## src/rtl/mram_access_arbiter.sv

```systemverilog
// Two-port round-robin arbiter that owns the MRAM pins and runs one timed
// setup/access/hold strobe sequence per granted request.
module mram_access_arbiter #(
   parameter int ADDR_W     = 20,
   parameter int DATA_W     = 16,
   parameter int SETUP_CYC  = 1,
   parameter int ACCESS_CYC = 4,
   parameter int HOLD_CYC   = 1
) (
   input  logic              FPGA_clk,
   input  logic              FPGA_rst,
   input  logic              req0,
   input  logic              req1,
   input  logic              we0,
   input  logic              we1,
   input  logic [ADDR_W-1:0] addr0,
   input  logic [ADDR_W-1:0] addr1,
   input  logic [DATA_W-1:0] wdata0,
   input  logic [DATA_W-1:0] wdata1,
   input  logic [1:0]        be0,
   input  logic [1:0]        be1,
   output logic              gnt0,
   output logic              gnt1,
   output logic              done0,
   output logic              done1,
   output logic [DATA_W-1:0] rdata,
   output logic              busy,
   output logic [ADDR_W-1:0] mram_addr,
   output logic [DATA_W-1:0] mram_dq_out,
   output logic              mram_dq_oe,
   input  logic [DATA_W-1:0] mram_dq_in,
   output logic              chip_en_n,
   output logic              read_en_n,
   output logic              write_en_n,
   output logic              lb_en_n,
   output logic              ub_en_n
);

   localparam int SETUP_EFF  = (SETUP_CYC  < 1) ? 1 : SETUP_CYC;
   localparam int ACCESS_EFF = (ACCESS_CYC < 1) ? 1 : ACCESS_CYC;
   localparam int HOLD_EFF   = (HOLD_CYC   < 1) ? 1 : HOLD_CYC;
   localparam logic [7:0] SETUP_LAST  = 8'(SETUP_EFF - 1);
   localparam logic [7:0] ACCESS_LAST = 8'(ACCESS_EFF - 1);
   localparam logic [7:0] HOLD_LAST   = 8'(HOLD_EFF - 1);

   typedef enum logic [1:0] {IDLE, SETUP, ACCESS, HOLD} state_t;

   state_t            state_reg, state_next;
   logic [7:0]        cnt_reg, cnt_next;
   logic              owner_reg, owner_next;
   logic              last_served_reg, last_served_next;
   logic              we_reg, we_next;
   logic [ADDR_W-1:0] addr_reg, addr_next;
   logic [DATA_W-1:0] wdata_reg, wdata_next;
   logic [1:0]        be_reg, be_next;
   logic [DATA_W-1:0] rdata_reg, rdata_next;
   logic [1:0]        gnt_reg, gnt_next;
   logic [1:0]        done_reg, done_next;
   logic              winner;

   always_ff @(posedge FPGA_clk or posedge FPGA_rst) begin
      if (FPGA_rst) begin
         state_reg       <= IDLE;
         cnt_reg         <= '0;
         owner_reg       <= 1'b0;
         last_served_reg <= 1'b1;
         we_reg          <= 1'b0;
         addr_reg        <= '0;
         wdata_reg       <= '0;
         be_reg          <= '0;
         rdata_reg       <= '0;
         gnt_reg         <= '0;
         done_reg        <= '0;
      end else begin
         state_reg       <= state_next;
         cnt_reg         <= cnt_next;
         owner_reg       <= owner_next;
         last_served_reg <= last_served_next;
         we_reg          <= we_next;
         addr_reg        <= addr_next;
         wdata_reg       <= wdata_next;
         be_reg          <= be_next;
         rdata_reg       <= rdata_next;
         gnt_reg         <= gnt_next;
         done_reg        <= done_next;
      end
   end

   always_comb begin
      state_next       = state_reg;
      cnt_next         = cnt_reg;
      owner_next       = owner_reg;
      last_served_next = last_served_reg;
      we_next          = we_reg;
      addr_next        = addr_reg;
      wdata_next       = wdata_reg;
      be_next          = be_reg;
      rdata_next       = rdata_reg;
      gnt_next         = 2'b00;
      done_next        = 2'b00;
      // On a tie the port that was not served last wins.
      winner           = (req0 && req1) ? ~last_served_reg : req1;

      case (state_reg)
         IDLE: begin
            if (req0 || req1) begin
               state_next        = SETUP;
               cnt_next          = '0;
               owner_next        = winner;
               last_served_next  = winner;
               we_next           = winner ? we1    : we0;
               addr_next         = winner ? addr1  : addr0;
               wdata_next        = winner ? wdata1 : wdata0;
               be_next           = winner ? be1    : be0;
               gnt_next[winner]  = 1'b1;
            end
         end
         SETUP: begin
            if (cnt_reg == SETUP_LAST) begin
               state_next = ACCESS;
               cnt_next   = '0;
            end else begin
               cnt_next = cnt_reg + 8'd1;
            end
         end
         ACCESS: begin
            if (cnt_reg == ACCESS_LAST) begin
               state_next = HOLD;
               cnt_next   = '0;
               if (!we_reg) begin
                  rdata_next = mram_dq_in;
               end
            end else begin
               cnt_next = cnt_reg + 8'd1;
            end
         end
         HOLD: begin
            if (cnt_reg == HOLD_LAST) begin
               state_next           = IDLE;
               cnt_next             = '0;
               done_next[owner_reg] = 1'b1;
            end else begin
               cnt_next = cnt_reg + 8'd1;
            end
         end
         default: begin
            state_next = IDLE;
            cnt_next   = '0;
         end
      endcase
   end

   // Strobes decode straight from state so an asynchronous reset releases them at once.
   assign busy        = (state_reg != IDLE);
   assign chip_en_n   = ~busy;
   assign read_en_n   = ~((state_reg == ACCESS) && !we_reg);
   assign write_en_n  = ~((state_reg == ACCESS) && we_reg);
   assign lb_en_n     = ~(busy && be_reg[0]);
   assign ub_en_n     = ~(busy && be_reg[1]);
   assign mram_dq_oe  = busy && we_reg;
   assign mram_addr   = addr_reg;
   assign mram_dq_out = wdata_reg;
   assign rdata       = rdata_reg;
   assign gnt0        = gnt_reg[0];
   assign gnt1        = gnt_reg[1];
   assign done0       = done_reg[0];
   assign done1       = done_reg[1];

endmodule

```

## config.mk

```make
export PLATFORM = sky130hd
export DESIGN_NAME = mram_access_arbiter
export DESIGN_NICKNAME = d
export VERILOG_FILES = /design/src/rtl/mram_access_arbiter.sv
export SDC_FILE = /design/constraint.sdc
export NUM_CORES = 1
export LEC_CHECK = 0
export BUFFER_PORTS_ARGS = -buffer_cell sky130_fd_sc_hd__buf_4
export CORE_MARGIN = 2
export CORE_UTILIZATION = 46
export CTS_CLUSTER_SIZE = 40
export DETAILED_ROUTE_END_ITERATION = 6
export PLACE_DENSITY = 0.8
export SETUP_SLACK_MARGIN = 0.5
export SLEW_MARGIN = 15
export SYNTH_ARGS = -nofsm -noshare
export SYNTH_HDL_FRONTEND = slang
export SYNTH_SLANG_ARGS = --single-unit
```

## constraint.sdc

```tcl
create_clock -name FPGA_clk -period 3.3 [get_ports FPGA_clk]
set_input_delay 0.825 -clock FPGA_clk [delete_from_list [all_inputs] [get_ports FPGA_clk]]
set_output_delay 0.825 -clock FPGA_clk [all_outputs]
set_load 0.05 [all_outputs]
```

Word level (Yosys, flattened, before mapping)
Cells that the tools add are included.

Add/subtract/negate cells: 1. Magnitude comparators: 4. Equality and inequality tests: 8. Multiplexer cells: 22. Bitwise operators: 7. Reduce and logical (&&, ||, !) cells: 17.

Operators with widths (count): 8-bit two-way mux (3); 8-bit one-hot mux with 3 select lines (1); 20-bit two-way mux (1); 2-bit two-way mux (9); 16-bit two-way mux (1); 8-bit by 1-bit adder with 8-bit output (second input constant) (1); 8-bit by 2-bit equality test with 1-bit output (second input constant) (1); 1-bit logical AND (8); 8-bit logical NOT (1); 2-bit inequality test (second input constant) (4); 2-bit one-hot mux with 4 select lines (1); 1-bit inverter (7); 2-bit equality test (second input constant) (2); 1-bit by 2-bit < comparator with 1-bit output (second input constant) (2); 1-bit two-way mux (4); 4-bit AND reduction (1); 3-bit AND reduction (1); 1-bit demux with 1-bit select (2); 2-bit by 1-bit equality test with 1-bit output (second input constant) (1); 1-bit >= comparator (second input constant) (2); 2-bit logical NOT (1); 2-bit AND reduction (1); 2-bit nonzero test (1); 2-bit OR reduction (1); other kinds (2) (2).

Register bits: 71. Output and inout port bits: 63.

Logic depth before layout (Yosys ltp)
Gate-level depths: netlist of run 1.

Word-level depth: 8. Gate-level depth with buffers: 7. Mapped depth without buffers: 6.

Least setup slack after synthesis of run 1
OpenSTA, ideal clock, no wires.

Path type: register to output. From: reg state_reg[0]. To: out lb_en_n. Arrival time: 1.903 ns. Data required time: 2.475 ns. Path slack: 0.572 ns. Cell stages (with the launch flop): 5. Path buffers: 0. Path through: dfrtp_1 > inv_1 > ha_1 > inv_1 > nand2_1.

Longest elaborated chain between the ends: 3.

Ends and longest elaborated chain: from (decl) (line 48) `state_t state_reg, state_next;`; from (signal assigned) (line 75) `state_reg <= state_next;`; 2-bit nonzero test (line 154) `assign busy = (state_reg != IDLE);`; net busy (line 27) `output logic busy,`; 1-bit logical AND (line 158) `assign lb_en_n = ~(busy && be_reg[0]);`; 1-bit inverter (line 158); to (decl) (line 35) `output logic lb_en_n,`.

The timed path passes the listed nets, and every way through them passes these cells.

Final worst setup path of run 1
From: reg state_reg[1]. To: out ub_en_n.

Longest elaborated chain between the ends: 3.

Ends and longest elaborated chain: 2-bit nonzero test (line 154); 1-bit logical AND (line 159) `assign ub_en_n = ~(busy && be_reg[1]);`; 1-bit inverter (line 159); to (decl) (line 36) `output logic ub_en_n`.

Every way passes these cells.

==> flow_summary_export.csv, run 1 <==
group,metric,value,unit
synthesis,netlist_top_cells_count,"70 x dfrtp_1, 35 x nand2_1, 28 x o21ai_0",
clock_tree,cts_buffers,9,
clock_tree,cts_tree,"yes",
final_layout,n_antenna_cell,0,
final_layout,area_growth,46.24,%
run_status,outcome,"finished clean",
hold_path,hold_class,"reg2reg",
sta,tns,0,ns
grt,grt_max_degree,67,
synthesis,ys_types,37,
power_and_ir_drop,leakagePower,2.451,nW
clock_tree,cts_sinks,71,
clock_tree,post_cts_buffers,0,
sta,worst_slack,0.8316,ns
final_layout,final.fill_count,523,
die,start_util,47.51,%
synthesis,synth-async-reset-ratio,100.0,%
die,die_height,87.77,um
die,die-width,87.77,um
setup_path,crit_required,2.47,ns
sta,slew-limit-headroom,33.51,%
sta,rsz0062_at_grt,"no",
grt,grt_pass1_vias,2658,
setup_path,path_buf_inv,3,
synthesis,synth_area_leaders,"dfrtp_1 54%, mux2i_1 7.8%, mux2_4 4.7%",
sta,post-route-min-period,2.468,ns
hold_path,whs_path_depth,2,
setup_path,path_cells,"inv_1, ha_1, inv_1, nand2_1, buf_4",
grt,grt_overflow_total,0,
sta,min_period_over_period,74.80,%
final_layout,nets,544,
detailed_routing,routedWlPerCell,15.06,um
detailed_routing,drt_first_pass_iters,4,
setup_path,crit_path_max_fanout,7,
setup_path,max_stage_delay,0.42,ns
place,gp_congestion,0.8790,
clock_tree,cts_root_buffer,"clkbuf_8",
clock_tree,ctsHoldBuffers,0,
detailed_routing,num_vias,2746,
clock_tree,htreeDepth,3,
grt,antenna_found_initial,0,
detailed_routing,drtIter0Drc,149,
synthesis,synth_fp_nets,385,
sta,report.final.slew_viol_count,0,
synthesis,yosysTopAreaCellShare,54.26,%
setup_path,timing.critical_path.slowest_stage_cell,"dfrtp_1",
sta,holdWs,0.4831,ns
die,row_count,30,
sta,tightestPinTransition,0.9937,ns
synthesis,synthFlopType,"dfrtp_1",
sta,hold_violations,0,
setup_path,path_delay_family,"buffers and inverters",
detailed_routing,wl,8.133,mm
synthesis,yosysMostFrequentCell,"dfrtp_1",
setup_path,end_kind,"output port",
sta,finalClockSkew,0.005126,ns
setup_path,worst-path-stages,5,
clock_tree,cts_resized,0,
detailed_routing,via_per_inst,5.085,
power_and_ir_drop,finalPower,5.077,mW
clock_tree,clkLatencyLatePin,0.33,ns
grt,grt_use_total,21.18,%
setup_path,worstPathArrival,1.64,ns
synthesis,synth_area_leader_cell,"dfrtp_1",
final_layout,largest_reg_flops,20,
place,io_buffers,160,
place,pre_cts_ws,1.062,ns
sta,max_freq,0.4051,GHz
sta,setup_violations,0,
clock_tree,cts.path.max_buffers,2,
synthesis,netlist_instances,280,
die,core-area,0.006794,mm^2
setup_path,path_class,"reg2out",
detailed_routing,drt.antenna.violating_nets,0,
synthesis,synth_seq_cells,71,
final_layout,drive_above_1_share,45.95,%
synthesis,synth_edf_count,0,
die,dieArea,0.007704,mm^2
setup_path,cp-start-kind,"flop",
setup_path,rr_worst_depth,6,
synthesis,synth_seq_area_share,55.08,%
power_and_ir_drop,irDropWorstVdd,0.6380,mV
run,drv_cap,0,
clock_tree,cts.clk_slew.worst_paths,0.08,ns
setup_path,crit_top_cell,"inv_1",
synthesis,yosysWarningCount,0,
die,io_pins,161,
detailed_routing,route.detailed.drc,0,
synthesis,syn_area_per_cell,11.53,um^2
synthesis,syn_area,0.003228,mm^2
place,hpwl,6.158,mm
power_and_ir_drop,powerDensity,1076,mW/mm^2
grt,grt_pass1_wl,12.50,mm
-- routing by layer --
| layer | wire [um] | track usage, % |
|---|---|---|
| met1 | 3061 | 24.86 |
| met2 | 4145 | 36.23 |
| met3 | 693 | 5.749 |
| met4 | 233 | 9.650 |
| met5 | 0 | 0 |
-- worst register-to-register path, cell delays in order, from the launching register on --
cell and delay, ns:
dfrtp_1 0.42, inv_1 0.12, ha_1 0.35, o21ai_4 0.10, nor2_1 0.77, a222oi_1 0.24, inv_1 0.11
-- report_power, final --
group	total (mW)	internal (mW)	leakage (nW)	switching (mW)
registers	1.49	1.26	0.878	0.229
logic	2.96	0.962	1.49	2.00
clock network	0.629	0.311	0.0873	0.318
total	5.08	2.53	2.45	2.55
-- worst paths after layout --
kind / start / end / slack [ns]
max in group asynchronous: FPGA_rst / last_served_reg$_DFFE_PP1P_ / 1.94
worst min register to register: mram_addr[8]$_DFFE_PP0P_ / mram_addr[8]$_DFFE_PP0P_ / 0.48
min in group asynchronous: FPGA_rst / rdata[3]$_DFFE_PP0P_ / 0.64
worst max-delay path: state_reg[1]$_DFFE_PP0P_ / ub_en_n / 0.83
worst max register to register: state_reg[1]$_DFFE_PP0P_ / mram_dq_out[2]$_DFFE_PP0P_ / 1.13
worst min-delay path: mram_addr[8]$_DFFE_PP0P_ / mram_addr[8]$_DFFE_PP0P_ / 0.48
-- cells by family (layout without fill, tap and decap cells) --
logic type,Yosys count,count (layout),share of synthesized area (%)
compound gates,59,59,12.48
xor+xnor,3,3,0.8141
fa+ha+maj,7,7,2.713
buf+inv,39,203,4.961
flops,71,71,55.08
mux,42,42,14.84
simple gates,59,59,9.109
-- layout make-up --
class | instances | area, um^2 | share of cell area [%]
clock inverters | 5 | 32.53 | 0.6891
multi-input cells | 170 | 1313 | 27.80
inverters | 24 | 90.09 | 1.908
flip-flops and latches | 71 | 1778 | 37.66
clock buffers | 11 | 151.4 | 3.207
well taps | 96 | 120.1 | 2.544
repair buffers | 163 | 1236 | 26.19
-- layout by cell type (no fill, tap or decap), types with 2 or more instances in the layout --
cell and instances:
mux2_2 7, o21ai_0 27, clkbuf_8 11, nand2b_1 2, nand2_1 35, dfrtp_1 70, o2111ai_1 2, ha_1 7
a31oi_1 2, mux2i_1 25, a21o_1 2, a222oi_1 14, o211ai_1 4, xnor2_1 3, mux2_4 10, clkinv_2 2
buf_4 162, nor3_1 3, nor2_1 6, clkinvlp_4 3, inv_1 23, nand3_1 4, a21oi_1 3
-- metrics by stage --
stage / util, % / cells / cell area (um^2)
2_1_floorplan: - / 280 / 3228
3_3_place_gp: 66.78 / 524 / 4537
3_5_place_dp: 66.78 / 524 / 4537
4_1_cts: 69.48 / 540 / 4721
5_1_grt: 69.48 / 540 / 4721
6_report: 69.48 / 540 / 4721
No activity file was read; power rests on OpenSTA's default activity.
==> run 2: changes to the inputs <==
==> constraint.sdc (replaced) <==
create_clock -name FPGA_clk -period 2.3 [get_ports FPGA_clk]
set_input_delay 0.575 -clock FPGA_clk [delete_from_list [all_inputs] [get_ports FPGA_clk]]
set_output_delay 0.575 -clock FPGA_clk [all_outputs]
set_load 0.05 [all_outputs]
==> run 2 against run 1 <==
- die area unchanged
- total power is 55% higher
- sequential cell count is the same
- sequential share of layout area is 2.9 points lower
- routed wire length grew 7.4%
- largest power group unchanged
- setup slack got worse by 0.53 ns
- final area is 8.5% higher
==> flow_summary_export.csv, run 2 (synthesized netlist as in run 1, its figures left out) <==
group,metric,value,unit
run_status,outcome,"finished clean",
run,drv_cap,0,
final_layout,nets,569,
clock_tree,cts_sinks,71,
clock_tree,cts_buffers,9,
clock_tree,clkLatencyLatePin,0.35,ns
setup_path,rr_startpoint,"state_reg[0]$_DFFE_PP0P_",
detailed_routing,routedWlPerCell,15.47,um
detailed_routing,wl,8.738,mm
grt,antenna_found_initial,0,
grt,grt_pass1_vias,2736,
setup_path,path_delay_family,"flip-flops",
clock_tree,cts.path.max_buffers,2,
power_and_ir_drop,leakagePower,2.627,nW
final_layout,largest_reg_flops,20,
power_and_ir_drop,powerDensity,1536,mW/mm^2
clock_tree,cts_root_buffer,"clkbuf_8",
setup_path,max_stage_delay,0.40,ns
die,row_count,30,
sta,max_freq,0.4999,GHz
die,dieArea,0.007704,mm^2
place,placed_area,0.004614,mm^2
setup_path,end_kind,"output port",
clock_tree,ctsHoldBuffers,0,
detailed_routing,num_vias,2875,
grt,busiest_layer,"met2",
clock_tree,cts.clk_slew.worst_paths,0.09,ns
setup_path,worstPathArrival,1.43,ns
grt,grt_use_total,21.30,%
detailed_routing,via_per_inst,5.088,
sta,tns,0,ns
grt,grt_pass1_wl,12.64,mm
hold_path,hold_class,"in2async",
setup_path,path_buf_inv,2,
place,hpwl,6.156,mm
final_layout,area_growth,58.60,%
clock_tree,htreeDepth,3,
grt,grtUsageMet2,36.29,%
power_and_ir_drop,finalPower,7.865,mW
detailed_routing,drtIter0Drc,125,
detailed_routing,drt_first_pass_iters,7,
place,gp_congestion,0.9319,
grt,gr-usage-met3,5.372,%
sta,setup_violations,0,
setup_path,cp-start-kind,"flop",
die,core-area,0.006794,mm^2
setup_path,path_cells,"inv_2, ha_2, nand2b_1, buf_6",
sta,tightestPinTransition,0.6111,ns
setup_path,rr_worst_depth,9,
die,start_util,47.51,%
setup_path,timing.critical_path.slowest_stage_cell,"dfrtp_1",
place,io_buffers,160,
die,die_height,87.77,um
setup_path,r2r-end,"we_reg$_DFFE_PP0P_",
final_layout,drive_above_1_share,53.30,%
sta,finalClockSkew,0.01481,ns
sta,hold_violations,0,
final_layout,mostFrequentLayoutCell,"buf_4",
setup_path,critPathLaunch,"state_reg[0]$_DFFE_PP0P_",
sta,holdWs,0.2133,ns
setup_path,worst-path-stages,4,
setup_path,crit_required,1.73,ns
detailed_routing,route.detailed.drc,0,
final_layout,n_antenna_cell,0,
setup_path,endpoint,"read_en_n",
grt,grt_max_degree,42,
detailed_routing,drt.antenna.violating_nets,0,
die,io_pins,161,
setup_path,crit_path_max_fanout,6,
sta,report.final.slew_viol_count,0,
grt,grt_overflow_total,0,
sta,rsz0062_at_grt,"yes",
setup_path,r2r_slack,0.41,ns
die,die-width,87.77,um
final_layout,mostFrequentLayoutCells,"174 x buf_4, 68 x dfrtp_1, 33 x nand2_1",
sta,min_period_over_period,86.97,%
sta,post-route-min-period,2.000,ns
final_layout,final_area,0.005120,mm^2
setup_path,path_class,"reg2out",
grt,grtUsageMet1,25.03,%
sta,slew-limit-headroom,59.26,%
clock_tree,cts_tree,"yes",
power_and_ir_drop,irDropWorstVdd,0.8148,mV
==> run 2: cell count changes in the layout (fill, tap and decap cells not counted), moves of 3 or more <==
cell / previous run / this run
ha_2: 0 / 3
nor2_1: 6 / 3
buf_6: 0 / 5
ha_1: 7 / 3
buf_4: 162 / 174
inv_1: 23 / 20
buf_8: 0 / 4
==> run 2: worst min-delay path by stage <==
stage	slack [ns]	cells after the start	end	from
6_report	0.21	2	rdata[3]$_DFFE_PP0P_	FPGA_rst
5_1_grt	0.24	2	rdata[5]$_DFFE_PP0P_	FPGA_rst
4_1_cts	0.22	2	rdata[3]$_DFFE_PP0P_	FPGA_rst
3_5_place_dp	0.47	2	mram_addr[2]$_DFFE_PP0P_	mram_addr[2]$_DFFE_PP0P_
3_3_place_gp	0.46	2	mram_dq_out[9]$_DFFE_PP0P_	mram_dq_out[9]$_DFFE_PP0P_
2_1_floorplan	0.42	1	done_reg[0]$_DFF_PP0_	owner_reg$_DFFE_PP0P_
==> run 2: final cells by class <==
class	count	area, um^2
Sequential cell	71	1780
Fill cell	470	1674
Timing Repair Buffer	188	1493
Multi-Input combinational cell	170	1455
Clock buffer	10	137.6
Tap cell	96	120.1
Inverter	24	97.59
Clock inverter	6	36.28
==> run 2: repair_timing <==
action	CTS	global route
hold endpoints to repair	0	0
endpoints found under the setup margin	30	35
gates cloned	0	2
resized for setup	13	26
pin swaps	2	8
buffers inserted	5	13
==> run 2: stage by stage <==
step	util (%)	instances	setup slack, ns
after global routing	75.36	565	0.2635
after detailed placement	67.92	529	0.4097
final	75.36	565	0.2996
after CTS	72.10	550	0.3301
after floorplan	-	280	0.1871
after global placement	67.92	529	0.4763
==> run 2: metal layers <==
layer,part of all wire [%],up-vias
li1,-,1362
met1,38,1367
met2,53,130
met3,7.4,16
met4,2.1,0
met5,0,-
==> run 2: report_power, final <==
part | internal [mW] | switching, mW
clock network | 0.415 | 0.473
registers | 1.80 | 0.326
logic | 1.77 | 3.08
==> run 3: changes to the inputs <==
--- a/config.mk
+++ b/config.mk
@@ -5,12 +5,15 @@
 export SDC_FILE = /design/constraint.sdc
 export NUM_CORES = 1
 export LEC_CHECK = 0
+export ABC_AREA = 1
+export ABC_CLOCK_PERIOD_IN_PS = 2300
 export BUFFER_PORTS_ARGS = -buffer_cell sky130_fd_sc_hd__buf_4
 export CORE_MARGIN = 2
 export CORE_UTILIZATION = 46
 export CTS_CLUSTER_SIZE = 40
 export DETAILED_ROUTE_END_ITERATION = 6
 export PLACE_DENSITY = 0.8
+export RECOVER_POWER = 50
 export SETUP_SLACK_MARGIN = 0.5
 export SLEW_MARGIN = 15
 export SYNTH_ARGS = -nofsm -noshare
==> run 3 against run 2 <==
- clock power rose by 17%
- fmax rose by 3.9%
- core utilization decreased by 3.6 points
- critical path depth increased by 4
- synthesized cell count grew 42%
- sequential cell count is the same
- first-iteration DRC count grew 24%
- cell count rose by 19%
- clock-buffer cell count is the same
- largest cell class unchanged
- largest power group unchanged
- highest routed layer unchanged
==> flow_summary_export.csv, run 3 <==
group,metric,value,unit
final_layout,final.fill_count,555,
synthesis,yosysWarningCount,0,
power_and_ir_drop,power_frac_comb,59.0,%
clock_tree,cts_root_buffer,"clkbuf_8",
grt,grt_overflow_total,0,
power_and_ir_drop,swShare,52.60,%
sta,slew-limit-headroom,57.45,%
place,hpwl,6.646,mm
synthesis,synth-async-reset-ratio,100.0,%
power_and_ir_drop,p_sw,4.070,mW
detailed_routing,drt.antenna.violating_nets,0,
setup_path,rr_worst_depth,8,
final_layout,final_cells,675,
final_layout,nets,679,
setup_path,path_class,"reg2reg",
final_layout,drive_above_1_share,34.37,%
detailed_routing,wl,9.723,mm
power_and_ir_drop,clkPwrFrac,13.5,%
clock_tree,htreeDepth,3,
synthesis,synth_fp_nets,503,
run,drv_cap,0,
sta,min_period_over_period,83.72,%
die,core-area,0.006869,mm^2
synthesis,yosysMostFrequentCell,"nand2_1",
place,dp_cells,641,
detailed_routing,via_per_inst,4.951,
synthesis,synth_area_leader_cell,"dfrtp_1",
setup_path,path_buf_inv,4,
synthesis,synth_seq_area_share,54.11,%
setup_path,timing.critical_path.slowest_stage_cell,"dfrtp_2",
place,gp_congestion,0.8861,
detailed_routing,drtIter0Drc,155,
hold_path,hold_class,"in2async",
synthesis,yosysTopAreaCellShare,53.31,%
grt,grt_pass1_vias,3319,
grt,grt_use_total,24.75,%
sta,finalClockSkew,0.009920,ns
synthesis,synthFlopType,"dfrtp_1",
detailed_routing,drt_first_pass_iters,4,
synthesis,netlist_instances,398,
setup_path,worst-path-stages,8,
power_and_ir_drop,irDropWorstVdd,0.8376,mV
grt,antenna_found_initial,0,
setup_path,cp-start-kind,"flop",
sta,setup_violations,0,
sta,tns,0,ns
clock_tree,cts_buffers,9,
sta,holdWs,0.3342,ns
setup_path,r2r_slack,0.37,ns
die,die-width,88.52,um
power_and_ir_drop,seqPwrFrac,27.5,%
clock_tree,clkLatencyLatePin,0.35,ns
detailed_routing,routedWlPerCell,14.40,um
detailed_routing,route.detailed.drc,0,
die,start_util,47.83,%
clock_tree,cts.clk_slew.worst_paths,0.08,ns
sta,report.final.slew_viol_count,0,
setup_path,r2r-end,"mram_dq_out[3]$_DFFE_PP0P_",
synthesis,synth_edf_count,0,
setup_path,max_stage_delay,0.45,ns
power_and_ir_drop,intPower,3.668,mW
synthesis,synth_seq_cells,71,
die,die_height,88.52,um
detailed_routing,num_vias,3342,
die,io_pins,161,
die,row_count,30,
setup_path,crit_path_max_fanout,39,
final_layout,mostFrequentLayoutCells,"147 x buf_4, 126 x nand2_1, 69 x dfrtp_1",
clock_tree,cts_tree,"yes",
run_status,outcome,"finished clean",
final_layout,largest_reg_flops,20,
synthesis,netlist_top_cells_count,"131 x nand2_1, 70 x dfrtp_1, 57 x o21ai_0",
place,io_buffers,160,
sta,post-route-min-period,1.926,ns
setup_path,path_cells,"inv_2, ha_4, inv_6, buf_4, nor2_1, inv_4, nand2_1, nand3_1",
place,placed_area,0.004561,mm^2
final_layout,n_antenna_cell,0,
sta,rsz0062_at_grt,"yes",
clock_tree,cts.path.max_buffers,2,
setup_path,crit_required,2.53,ns
setup_path,worstPathArrival,2.15,ns
final_layout,area_growth,49.92,%
setup_path,path_delay_family,"simple AND/OR/NAND/NOR gates",
sta,hold_violations,0,
setup_path,end_kind,"flop",
grt,grt_max_degree,72,
clock_tree,cts_sinks,71,
final_layout,fin_util,71.71,%
sta,max_freq,0.5193,GHz
synthesis,syn_area,0.003286,mm^2
final_layout,final_area,0.004926,mm^2
final_layout,mostFrequentLayoutCell,"buf_4",
sta,tightestPinTransition,0.6409,ns
die,dieArea,0.007835,mm^2
grt,grt_pass1_wl,15.06,mm
power_and_ir_drop,leakagePower,2.364,nW
synthesis,syn_area_per_cell,8.255,um^2
clock_tree,ctsHoldBuffers,0,
setup_path,rr_startpoint,"state_reg[1]$_DFFE_PP0P_",
synthesis,ys_types,24,
power_and_ir_drop,powerDensity,1571,mW/mm^2
setup_path,critPathLaunch,"state_reg[1]$_DFFE_PP0P_",
synthesis,synth_area_leaders,"dfrtp_1 53%, nand2_1 15%, o21ai_0 8.7%",
==> run 3: cell types whose count changed after synthesis, sizes merged, moves of 14 or more <==
cell | before | now
mux2i | 25 | 0
nand2 | 35 | 134
mux2 | 17 | 0
nand3 | 4 | 24
o21ai | 28 | 70
nor2 | 6 | 40
a222oi | 14 | 0
==> run 3: logic make-up after synthesis <==
family                   share of synthesized area [%]
adder cells (fa/ha/maj)                          2.666
AND/OR/NAND/NOR                                  24.41
AO/OA/AOI/OAI                                    12.03
XOR/XNOR                                         1.066
buffers and inverters                            5.712
flip-flops                                       54.11
==> run 3: layout make-up <==
| class | count | area [um^2] | area share (%) |
|---|---|---|---|
| Tap cell | 96 | 120.1 | 2.438 |
| Timing Repair Buffer | 182 | 1315 | 26.70 |
| Multi-Input combinational cell | 290 | 1416 | 28.75 |
| Inverter | 20 | 88.84 | 1.803 |
| Clock inverter | 6 | 68.82 | 1.397 |
| Clock buffer | 10 | 137.6 | 2.794 |
| Sequential cell | 71 | 1779 | 36.12 |
==> run 3: metal layers <==
layer | share of wire [%] | routed length [um] | vias to the layer above | track usage, %
li1 | - | - | 1628 | -
met4 | 2.6 | 251 | 0 | 10.47
met1 | 40 | 3853 | 1552 | 29.17
met3 | 8.6 | 832 | 23 | 7.929
met5 | 0 | 0 | - | 0
met2 | 49 | 4785 | 139 | 41.76
==> run 3: worst register-to-register path: cells and delay by family, from the launching register on <==
| family | cells | cell delay [ns] |
|---|---|---|
| simple gates | 3 | 0.61 |
| fa+ha+maj | 1 | 0.19 |
| buf+inv | 4 | 0.55 |
| flops | 1 | 0.45 |
==> run 3: what timing repair did <==
item,in CTS,in global routing
setup endpoints to repair,62,69
setup buffers,5,12
gates cloned,0,1
pin swaps,0,3
resized for setup,19,18
hold endpoints to repair,0,0
==> run 3: worst max path at each step <==
stage / end / slack [ns]
2_1_floorplan: mram_dq_oe / 0.34
3_3_place_gp: read_en_n / 0.27
3_5_place_dp: rdata[0]$_DFFE_PP0P_ / 0.20
4_1_cts: lb_en_n / 0.37
5_1_grt: be_reg[1]$_DFFE_PP0P_ / 0.23
6_report: mram_dq_out[3]$_DFFE_PP0P_ / 0.37
==> run 3: metrics by stage <==
stage	setup WS, ns	total power [mW]
after CTS	0.3684	7.681
after global placement	0.2696	6.352
after floorplan	0.3396	5.129
after detailed placement	0.1963	6.442
final	0.3744	7.739
after global routing	0.2333	8.191
==> run 3: power groups by stage <==
stage               clock network, mW  registers [mW]  logic, mW
floorplan                           0            3.72       1.41
finish                           1.04            2.13       4.57
global route                     1.10            2.19       4.90
CTS                              1.06            2.11       4.51
detailed placement                  0            2.12       4.32
global placement                    0            2.10       4.25
